File: src/rtl/fetch_pkg.sv
// Shared types and helpers for the instruction fetch stage.
package fetch_pkg;

  localparam int INSTR_W = 32;
  localparam int ADDR_W  = 64;

  typedef struct packed {
    logic [INSTR_W-1:0] instr;
    logic [ADDR_W-1:0]  pc;
  } fetch_entry_t;

  function automatic logic [ADDR_W-1:0] word_align(input logic [ADDR_W-1:0] addr);
    return {addr[ADDR_W-1:2], 2'b00};
  endfunction

endpackage

File: src/rtl/fetch_queue.sv
// Circular FIFO of fetched {instr, pc} entries; flush empties it and wins over push/pop.
module fetch_queue
  import fetch_pkg::*;
#(
  parameter int DEPTH = 4,
  localparam int PTR_W = (DEPTH > 1) ? $clog2(DEPTH) : 1,
  localparam int CNT_W = $clog2(DEPTH + 1)
) (
  input  logic             clk,
  input  logic             rst,
  input  logic             push,
  input  fetch_entry_t     push_data,
  input  logic             pop,
  input  logic             flush,
  output logic [CNT_W-1:0] count,
  output fetch_entry_t     head
);

  fetch_entry_t     mem [DEPTH];
  logic [PTR_W-1:0] rd_ptr;
  logic [PTR_W-1:0] wr_ptr;

  function automatic logic [PTR_W-1:0] next_ptr(input logic [PTR_W-1:0] p);
    return (p == PTR_W'(DEPTH - 1)) ? '0 : p + PTR_W'(1);
  endfunction

  always_ff @(posedge clk) begin
    if (rst) begin
      // NOTE: storage is reset too, so the head reads as zero straight out of reset.
      for (int i = 0; i < DEPTH; i++) mem[i] <= '0;
      rd_ptr <= '0;
      wr_ptr <= '0;
      count  <= '0;
    end else if (flush) begin
      rd_ptr <= '0;
      wr_ptr <= '0;
      count  <= '0;
    end else begin
      if (push) begin
        mem[wr_ptr] <= push_data;
        wr_ptr      <= next_ptr(wr_ptr);
      end
      if (pop) rd_ptr <= next_ptr(rd_ptr);
      case ({push, pop})
        2'b10:   count <= count + CNT_W'(1);
        2'b01:   count <= count - CNT_W'(1);
        default: count <= count;
      endcase
    end
  end

  // The issue credit check upstream must make an overflowing push impossible.
  always_ff @(posedge clk) begin
    if (!rst && !flush) assert (!(push && count == CNT_W'(DEPTH)));
  end

  assign head = mem[rd_ptr];

endmodule

File: src/rtl/fetch_unit.sv
// Fetch stage: owns the PC, issues one request per cycle to registered imem,
// and queues returned instructions for decode; redirect squashes everything.
module fetch_unit
  import fetch_pkg::*;
#(
  parameter int                DEPTH    = 4,
  parameter logic [ADDR_W-1:0] RESET_PC = 64'd0
) (
  input  logic               clk,
  input  logic               rst,
  output logic               imem_req,
  output logic [ADDR_W-1:0]  imem_addr,
  input  logic [INSTR_W-1:0] imem_rdata,
  input  logic               redirect,
  input  logic [ADDR_W-1:0]  redirect_pc,
  output logic               id_valid,
  input  logic               id_ready,
  output logic [INSTR_W-1:0] id_instr,
  output logic [ADDR_W-1:0]  id_pc,
  output logic [ADDR_W-1:0]  id_pc_plus4
);

  localparam int CNT_W = $clog2(DEPTH + 1);

  logic [ADDR_W-1:0] fetch_pc;
  logic              inflight;
  logic [ADDR_W-1:0] inflight_pc;
  logic              kill;
  logic [CNT_W-1:0]  count;
  logic              issue;
  logic              push;
  logic              pop;
  fetch_entry_t      push_data;
  fetch_entry_t      head;

  // Credit check counts the in-flight slot but ignores a same-cycle pop.
  assign issue = !rst && !redirect && ((int'(count) + int'(inflight)) < DEPTH);

  assign imem_req  = issue;
  assign imem_addr = fetch_pc;

  assign push      = inflight && !kill && !redirect;
  assign push_data = '{instr: imem_rdata, pc: inflight_pc};
  assign pop       = id_valid && id_ready && !redirect;

  always_ff @(posedge clk) begin
    // NOTE: all state here uses non-blocking assignments so every register sees pre-edge values.
    if (rst) begin
      fetch_pc    <= word_align(RESET_PC);
      inflight    <= 1'b0;
      inflight_pc <= '0;
      kill        <= 1'b0;
    end else if (redirect) begin
      fetch_pc <= word_align(redirect_pc);
      inflight <= 1'b0;
      kill     <= 1'b0;
    end else begin
      inflight <= issue;
      if (issue) begin
        fetch_pc    <= fetch_pc + ADDR_W'(4);
        inflight_pc <= fetch_pc;
      end
      if (inflight && kill) kill <= 1'b0;
    end
  end

  fetch_queue #(.DEPTH(DEPTH)) u_queue (
    .clk       (clk),
    .rst       (rst),
    .push      (push),
    .push_data (push_data),
    .pop       (pop),
    .flush     (redirect),
    .count     (count),
    .head      (head)
  );

  assign id_valid    = (count != '0);
  assign id_instr    = head.instr;
  assign id_pc       = head.pc;
  assign id_pc_plus4 = head.pc + ADDR_W'(4);

endmodule
File: config.mk
export PLATFORM = sky130hd
export DESIGN_NAME = fetch_unit
export DESIGN_NICKNAME = d
export VERILOG_FILES = /design/src/rtl/fetch_pkg.sv /design/src/rtl/fetch_queue.sv /design/src/rtl/fetch_unit.sv
export SDC_FILE = /design/constraint.sdc
export NUM_CORES = 1
export LEC_CHECK = 0
export BUFFER_PORTS_ARGS = -buffer_cell sky130_fd_sc_hd__buf_4
export CAP_MARGIN = 40
export CORE_MARGIN = 10
export CORE_UTILIZATION = 58
export DETAILED_ROUTE_END_ITERATION = 12
export PLACE_DENSITY = 0.8
export RECOVER_POWER = 50
export SYNTH_ARGS = -nofsm -noshare
export SYNTH_HDL_FRONTEND = slang
export SYNTH_HIERARCHICAL = 1
export SYNTH_SLANG_ARGS = --single-unit
File: constraint.sdc
create_clock -name clk -period 6.25 [get_ports clk]
set_clock_uncertainty 0.2 [all_clocks]
set_input_delay 0.9375 -clock clk [delete_from_list [all_inputs] [get_ports clk]]
set_output_delay 0.9375 -clock clk [all_outputs]
set_load 0.005 [all_outputs]
* Word level (Yosys, flattened, before mapping) *
Memory sizes are Yosys's and may differ from the RTL's. A register that Yosys moved wholly into a read port is not among the register bits.
Cells that the tools add are included.

operators by class
  order comparisons = 1
  $mul = 0
  reductions and logical operators = 13
  equal/unequal tests = 4
  bitwise gates (word level) = 1
  multiplexer cells = 16
  shift operators = 0
  add/subtract/negate cells = 7
  divide/modulo/power cells = 0

operator list
  kind                                                                           count
  64-bit by 3-bit adder with 64-bit output (second input constant)               2
  64-bit 2-to-1 mux                                                              2
  96-bit 2-to-1 mux                                                              1
  96-bit OR reduction                                                            1
  2-bit 2-to-1 mux                                                               5
  1-bit 2-to-1 mux                                                               7
  2-bit == test (second input constant)                                          3
  3-bit case mux with 2 select lines                                             1
  1-bit logical AND                                                              5
  2-bit by 1-bit adder with 2-bit output (second input constant)                 2
  3-bit by 1-bit adder with 4-bit output                                         1
  4-bit by 3-bit less-than comparator with 1-bit output (second input constant)  1
  2-bit nonzero test                                                             2
  3-bit by 1-bit adder with 3-bit output (second input constant)                 1
  3-bit nonzero test                                                             1
  3-bit by 1-bit subtractor with 3-bit output (second input constant)            1
  2-bit by 1-bit == test with 1-bit output (second input constant)               1
  1-bit zero test                                                                2
  2-bit AND reduction                                                            1
  2-bit OR reduction                                                             1
  1-bit NOT                                                                      1

storage, ports and cells
  input bits = 100
  latch bits = 0
  output and inout port bits = 226
  memories = 1
  flip-flop bits (word level) = 136
  word-level logic and storage cells = 50
  bits in writable memories = 384
  ROM bits = 0

memories
  name         depth  bits a word  read ports  clocked after memory_dff  write ports  RTL line           RTL
  u_queue.mem  4      96           1           1                         4            fetch_queue.sv:19  fetch_entry_t mem [DEPTH];

* Logic depth before layout (Yosys ltp) *
Gate-level depths: netlist of run 1.

  word-level depth = 8
  depth in mapped cells = 11

* Cells and area by module *
Netlist of run 1, hierarchy kept.

by module, submodules not included
  module       instances  area an instance (µm²)  cells each  seq. area each (µm²)
  fetch_queue  1          17194.0                 1007        11711.2
  fetch_unit   1          7342.0                  979         2502.4

* Worst setup path before layout of run 1 *
No wires, ideal clock.

  path kind = in2reg
  from = input redirect
  to = memory u_queue/mem[1][0] (netlist bit) (enable)
  setup time = 0.454 ns
  cell stages on the path = 8
  arrival time = 4.073 ns
  slack = 1.523 ns
  required time = 5.596 ns
  path through = clkbuf_1 > buf_1 > nor2b_1 > buf_6 > and2_1 > buf_2 > clkbuf_1 > a21o_1

RTL lines
  element      RTL line           RTL
  from (decl)  fetch_unit.sv:14   input logic redirect,
  to (decl)    fetch_queue.sv:19

* Final worst setup path of run 1 *
  from = input rst
  to = output imem_req

between the ends
  word-level cells in the longest chain between the ends = 3

ends and longest elaborated chain
  element            RTL line          RTL
  from (decl)        fetch_unit.sv:10  input logic rst,
  1-bit zero test    -
  1-bit logical AND  -
  1-bit logical AND  fetch_unit.sv:37  assign issue = !rst && !redirect && ((int'(count) + int'(inflight)) < DEPTH);
  to (decl)          fetch_unit.sv:11  output logic imem_req,

Every way passes these cells.

==> impl_metrics.csv, run 1 <==
group,metric,value,unit
floorplan,die_w,225.7,um
synthesis,synth_top_family_by_area,"simple AND/OR/NAND/NOR gates",
clock_network,clock_latency,0.59,ns
hold_path,hp-class,"reg2reg",
worst_setup_path,ff2ff_setup_slack,1.84,ns
drt,vias_per_cell,6.339,
global_route,grt_max_degree,95,
worst_setup_path,path_cells,"clkbuf_1, or4_2, inv_1, buf_4",
worst_setup_path,reg2regPathDepth,6,
synthesis,syn_area,24540,um^2
synthesis,synth-async-reset-ratio,0,%
power,power_density,259.5,nW/um^2
drt,wl_per_cell,24.05,um
worst_setup_path,critPathKind,"in2out",
clock_network,numCtsBuffers,52,
drt,drt_wl_total,68.01,mm
timing,fmax,182.1,MHz
power,max-vdd-ir-drop,0.0001879,V
worst_setup_path,r2r_start,"inflight",
timing,drv_slew,531,
cells_and_area,drive_gt1_share,24.26,%
synthesis,synth_compound_area_share,4.671,%
timing,tightest_slew,3.008,ns
place,routabilityCongestion,0.9271,
clock_network,ctsHoldBuffers,0,
synthesis,yosysTopAreaCellShare,47.00,%
synthesis,synth-simple-area-share,21.07,%
place,port_buffers,321,
worst_setup_path,cpPeakStageDelay,2.10,ns
timing,setup_tns,0,ns
synthesis,synth-adder-area-share,0.3366,%
power,power_leakage,0.01155,uW
synthesis,synth_top_area_cell,"edfxtp_1",
synthesis,synth_ff_type,"edfxtp_1",
synthesis,yosysSeqAreaShare,57.93,%
timing,fin_crit_sh,87.85,%
clock_network,cts_tree,"done",
drt,vias,17928,
hold_path,min_from,"inflight_pc[36]",
synthesis,yosysWarningCount,6,
drt,post-route-drc-count,0,
cells_and_area,areaGrowthSynthToFinish,16.91,%
floorplan,pin_count,326,
drt,drtPass1Iterations,6,
clock_network,clk_path_buf_depth,3,
worst_setup_path,slowest_stage,"clkbuf_1",
job,maxCapViolCount,9,
synthesis,synth.distinct_cells,73,
synthesis,synth_mux_area_share,9.235,%
floorplan,initial_core_util,58.62,%
floorplan,dieArea,50930,um^2
timing,setup_viol,0,
worst_setup_path,crit_path_end_kind,"primary output",
synthesis,synth_edf_count,384,
timing,relSlewSlack,-100.5,%
cells_and_area,nets,2351,
place,hpwl,42.79,mm
worst_setup_path,startpoint_type,"primary input",
global_route,overflow,0,
clock_network,cts-root-buf,"clkbuf_16",
timing,min_period,5.490,ns
global_route,antenna_found_initial,1,
synthesis,avgSynthCellArea,12.35,um^2
timing,grt_setup_unrepaired,"false",
worst_setup_path,cp_max_fo,65,
clock_network,clk_pin_slew,0.06,ns
global_route,grt_pass1_wl,104.0,mm
timing,holdWs,0.2810,ns
hold_path,hold_depth,2,
clock_network,postCtsSetupRepairBufs,0,
drt,drt_iter0_drc,1836,
worst_setup_path,r2r-end,"u_queue/mem[2][93]",
clock_network,postCtsResizedCells,0,
floorplan,core_area,41850,um^2
worst_setup_path,cp_data_required_time,5.11,ns
synthesis,synth_xor_area_share,3.034,%
drt,antenna_left,0,
run_status,violations,"max-capacitance violations, max-slew violations",
synthesis,ys_top_cells_by_area,"edfxtp_1 47%, dfxtp_1 11%, mux4_2 8.8%",
run_status,status,"finished with violations",
clock_network,cts_max_level,2,
worst_setup_path,cp.arrival,4.35,ns
clock_network,clkSinkCount,518,
synthesis,yosys-top-cells-count,"384 x edfxtp_1, 315 x and3_1, 205 x nand2_1",
timing,finalHoldViolations,0,
global_route,grt_pass1_vias,18163,
global_route,grt_usage,26.25,%
floorplan,die_h,225.7,um
synthesis,synthCells,1986,
hold_path,min_to,"inflight_pc[36]",
floorplan,num_rows,75,
synthesis,ys_ff_latch,518,
synthesis,synth.most_common_cell,"edfxtp_1",
## metrics by stage
step	utilization [%]	worst slack, ns	std cells	instance area, um^2	total power, uW
floorplan	-	1.523	1995	24570	4219
global placement	64.91	1.340	2723	27160	4506
detailed placement	65.24	1.414	2730	27300	4528
CTS	69.16	0.7639	2827	28950	7502
global route	68.54	0.5529	2827	28680	7674
finish	68.54	0.7597	2828	28690	7445
## registers in the layout, indices dropped and copies added (netlist names), named ones only
name,cells
imem_addr,62
inflight,1
inflight_pc,62
u_queue/count,3
u_queue/mem,384
u_queue/rd_ptr,2
u_queue/wr_ptr,2
## report_power, final
| part | internal (uW) | switching [uW] |
|---|---|---|
| clock | 1720 | 1280 |
| combinational | 221 | 308 |
| sequential | 3810 | 99.6 |
## worst max-delay path by stage
stage,startpoint,to,cells past startpoint
2_1_floorplan,redirect,u_queue/mem[1][0],8
3_3_place_gp,flip-flop,id_pc_plus4[58],7
3_5_place_dp,flip-flop,id_pc_plus4[63],7
4_1_cts,flip-flop,id_pc_plus4[63],7
5_1_grt,rst,imem_req,4
6_report,rst,imem_req,4
## layer usage
metal,track usage [%],part of all wire [%],vias up
met4,9.673,2.9,0
li1,-,-,7982
met1,33.97,39,8829
met3,4.981,8.9,124
met2,43.40,49,993
met5,0,0,-
## area by class of cell
type | instances | area (um^2)
Timing Repair Buffer | 356 | 2614
Tap cell | 539 | 674.4
Clock buffer | 73 | 1464
Antenna cell | 1 | 2.502
Clock inverter | 24 | 177.7
Fill cell | 2997 | 13170
Multi-Input combinational cell | 1291 | 9435
Sequential cell | 518 | 14220
Inverter | 26 | 97.59
## kinds of logic (layout without fill, tap and decap cells)
kind of cell	after synthesis	in the layout
buffers and inverters	186	479
DFF	518	518
adders and majority gates	6	6
muxes	106	106
other	1	11
xor gates and xnor gates	85	85
AOI/OAI and AO/OA	181	181
and+or+nand+nor	903	903
## worst max-delay path, delay by kind of cell
family / cells / cell delay (ns)
buf+inv: 3 / 3.00
simple gates: 1 / 0.39
## layout by cell type (no fill, tap or decap), drive strengths merged, types with 10 or more instances in the layout
| cell | Yosys | final |
|---|---|---|
| and3 | 316 | 316 |
| xnor2 | 39 | 39 |
| dfxtp | 134 | 134 |
| or4 | 15 | 15 |
| nor4 | 25 | 25 |
| mux4 | 96 | 96 |
| conb | 1 | 10 |
| a21oi | 91 | 91 |
| nand4 | 43 | 43 |
| clkbuf | 99 | 144 |
| or3 | 16 | 16 |
| clkinv | 0 | 18 |
| and4 | 13 | 13 |
| xor2 | 46 | 46 |
| nand3 | 45 | 45 |
| nor3 | 35 | 35 |
| a31oi | 10 | 10 |
| a211oi | 13 | 13 |
| nand2 | 205 | 205 |
| a311oi | 12 | 12 |
| edfxtp | 384 | 384 |
| buf | 61 | 285 |
| o21ai | 10 | 10 |
| inv | 26 | 28 |
| and2 | 104 | 104 |
| nor2 | 71 | 71 |
No activity file was read; power rests on OpenSTA's default activity.
==> run 2: changes to the inputs <==
--- a/config.mk
+++ b/config.mk
@@ -7,10 +7,12 @@
 export LEC_CHECK = 0
 export BUFFER_PORTS_ARGS = -buffer_cell sky130_fd_sc_hd__buf_4
 export CAP_MARGIN = 40
+export CELL_PAD_IN_SITES_DETAIL_PLACEMENT = 1
+export CELL_PAD_IN_SITES_GLOBAL_PLACEMENT = 1
 export CORE_MARGIN = 10
-export CORE_UTILIZATION = 58
+export CORE_UTILIZATION = 47
 export DETAILED_ROUTE_END_ITERATION = 12
-export PLACE_DENSITY = 0.8
+export PLACE_DENSITY_LB_ADDON = 0.1
 export RECOVER_POWER = 50
 export SYNTH_ARGS = -nofsm -noshare
 export SYNTH_HDL_FRONTEND = slang
==> impl_metrics.csv, run 2 (synthesized netlist as in run 1, its figures left out) <==
group,metric,value,unit
worst_setup_path,path_cells,"clkbuf_1, clkbuf_1, nor2_4, buf_4, buf_2, and3_1",
worst_setup_path,cp.arrival,5.60,ns
floorplan,pin_count,326,
timing,min_period,5.452,ns
clock_network,cts_tree,"done",
clock_network,numCtsBuffers,55,
clock_network,cts-root-buf,"clkbuf_16",
run_status,violations,"max-capacitance violations, max-slew violations",
power,p_clk_share,42.2,%
worst_setup_path,r2r_start,"imem_addr[7]",
clock_network,postCtsSetupRepairBufs,0,
floorplan,initial_core_util,47.63,%
worst_setup_path,slowest_stage,"clkbuf_1",
worst_setup_path,cp_data_required_time,6.40,ns
place,routabilityCongestion,0.8509,
worst_setup_path,cp_common_cell,"clkbuf_1",
clock_network,cts_max_level,2,
cells_and_area,areaGrowthSynthToFinish,18.37,%
timing,fmax,183.4,MHz
timing,drv_slew,89,
timing,grt_setup_unrepaired,"false",
clock_network,clk_pin_slew,0.06,ns
global_route,antenna_found_initial,1,
power,power_leakage,0.01157,uW
power,power_density,265.9,nW/um^2
worst_setup_path,crit_path_end_kind,"flip-flop",
floorplan,die_w,248.5,um
floorplan,die_h,248.5,um
clock_network,clk_path_buf_depth,3,
worst_setup_path,startpoint,"rst",
cells_and_area,most-common-layout-cells,"384 x edfxtp_1, 315 x and3_1, 278 x buf_4, 205 x nand2_1, 132 x dfxtp_1",
power,p_sw_share,23.24,%
timing,relSlewSlack,-71.28,%
timing,finalHoldViolations,0,
drt,antenna_left,0,
cells_and_area,regMostFlops,"u_queue/mem",
drt,vias,17738,
hold_path,hp-class,"reg2reg",
floorplan,num_rows,83,
worst_setup_path,critPathKind,"in2reg",
global_route,grt_usage,23.84,%
power,power_frac_comb,7.1,%
cells_and_area,largest_register_ffs,384,
worst_setup_path,reg2regPathDepth,5,
cells_and_area,nets,2358,
job,maxCapViolCount,2,
cells_and_area,drive_gt1_share,23.20,%
global_route,grt_pass1_vias,18773,
worst_setup_path,cp_max_fo,55,
timing,setup_tns,0,ns
timing,fin_crit_sh,87.24,%
global_route,grt_pass1_wl,116.6,mm
worst_setup_path,cpPeakStageDelay,1.91,ns
floorplan,dieArea,61740,um^2
cells_and_area,utilization,56.39,%
drt,post-route-drc-count,0,
drt,vias_per_cell,5.956,
timing,tightest_slew,2.569,ns
drt,drt_iter0_drc,1398,
power,p_seq_share,50.7,%
drt,wl_per_cell,25.54,um
worst_setup_path,ff2ff_setup_slack,2.76,ns
place,port_buffers,321,
timing,setup_viol,0,
global_route,overflow,0,
drt,drt_wl_total,76.06,mm
run_status,status,"finished with violations",
clock_network,clkSinkCount,518,
power,p_sw,1795,uW
worst_setup_path,r2r-end,"imem_addr[53]",
global_route,grt_max_degree,193,
clock_network,postCtsResizedCells,0,
worst_setup_path,startpoint_type,"primary input",
power,p_int,5927,uW
floorplan,core_area,51510,um^2
clock_network,clock_latency,0.61,ns
place,hpwl,50.11,mm
drt,drtPass1Iterations,5,
clock_network,ctsHoldBuffers,0,
power,max-vdd-ir-drop,0.0002186,V
worst_setup_path,worstSetupEndpoint,"u_queue/mem[3][60]",
cells_and_area,layout_commonest_cell,"edfxtp_1",
## run 2: cell count changes in the layout (fill, tap and decap cells not counted), moves of 3 or more
cell	before	now
buf_12	3	6
and2_4	21	1
clkinv_1	7	11
bufinv_16	2	6
and2_0	31	55
and2_2	18	3
clkbuf_1	56	53
and2_1	34	45
## run 2: per-layer routing
metal  wire length (um)  vias to the layer above  track usage (%)
li1                   -                     7993                -
met2              38660                      550            41.07
met1              31440                     9110            30.98
met3               4629                       85            4.177
met4               1324                        0            4.880
met5                  0                        -                0
## run 2: how the worst min path moves through the flow
stage	slack, ns	from	end	depth (start not counted)
2_1_floorplan	0.26	inflight_pc[10]	inflight_pc[10]	2
3_3_place_gp	0.27	inflight_pc[16]	inflight_pc[16]	2
3_5_place_dp	0.28	inflight_pc[16]	inflight_pc[16]	2
4_1_cts	0.29	inflight_pc[16]	inflight_pc[16]	2
5_1_grt	0.32	inflight_pc[16]	inflight_pc[16]	2
6_report	0.29	inflight_pc[16]	inflight_pc[16]	2
## run 2: critical path: cells and delay by family
kind | cells | cell delay [ns]
AND/OR/NAND/NOR | 2 | 0.57
buffers and inverters | 4 | 4.04
## run 2: per-stage QoR
stage                     area [um^2]  hold slack [ns]  power [uW]  worst slack (ns)  cells
after floorplan                 24570           0.2575        4219             1.523   1995
after global placement          27360           0.2721        4531             1.659   2867
after detailed placement        27540           0.2804        4559             1.640   2875
after CTS                       29330           0.2899        7789            0.9758   2977
after global routing            29040           0.3202        7970            0.4098   2977
final                           29040           0.2913        7722            0.7975   2978
## run 2: cell type report
class | instances | area, um^2
inverters | 26 | 97.59
diodes | 1 | 2.502
clock buffers | 67 | 1443
well taps | 680 | 850.8
repair buffers | 360 | 2690
clock inverters | 35 | 344.1
multi-input cells | 1291 | 9395
flip-flops and latches | 518 | 14220
fillers | 5299 | 22470
## run 2: power groups by stage
stage,Combinational (uW),Sequential [uW],Clock [uW]
after floorplan,269,3950,0
after global placement,555,3980,0
after detailed placement,572,3990,0
after CTS,574,3920,3300
after global routing,597,3930,3440
final,549,3920,3260
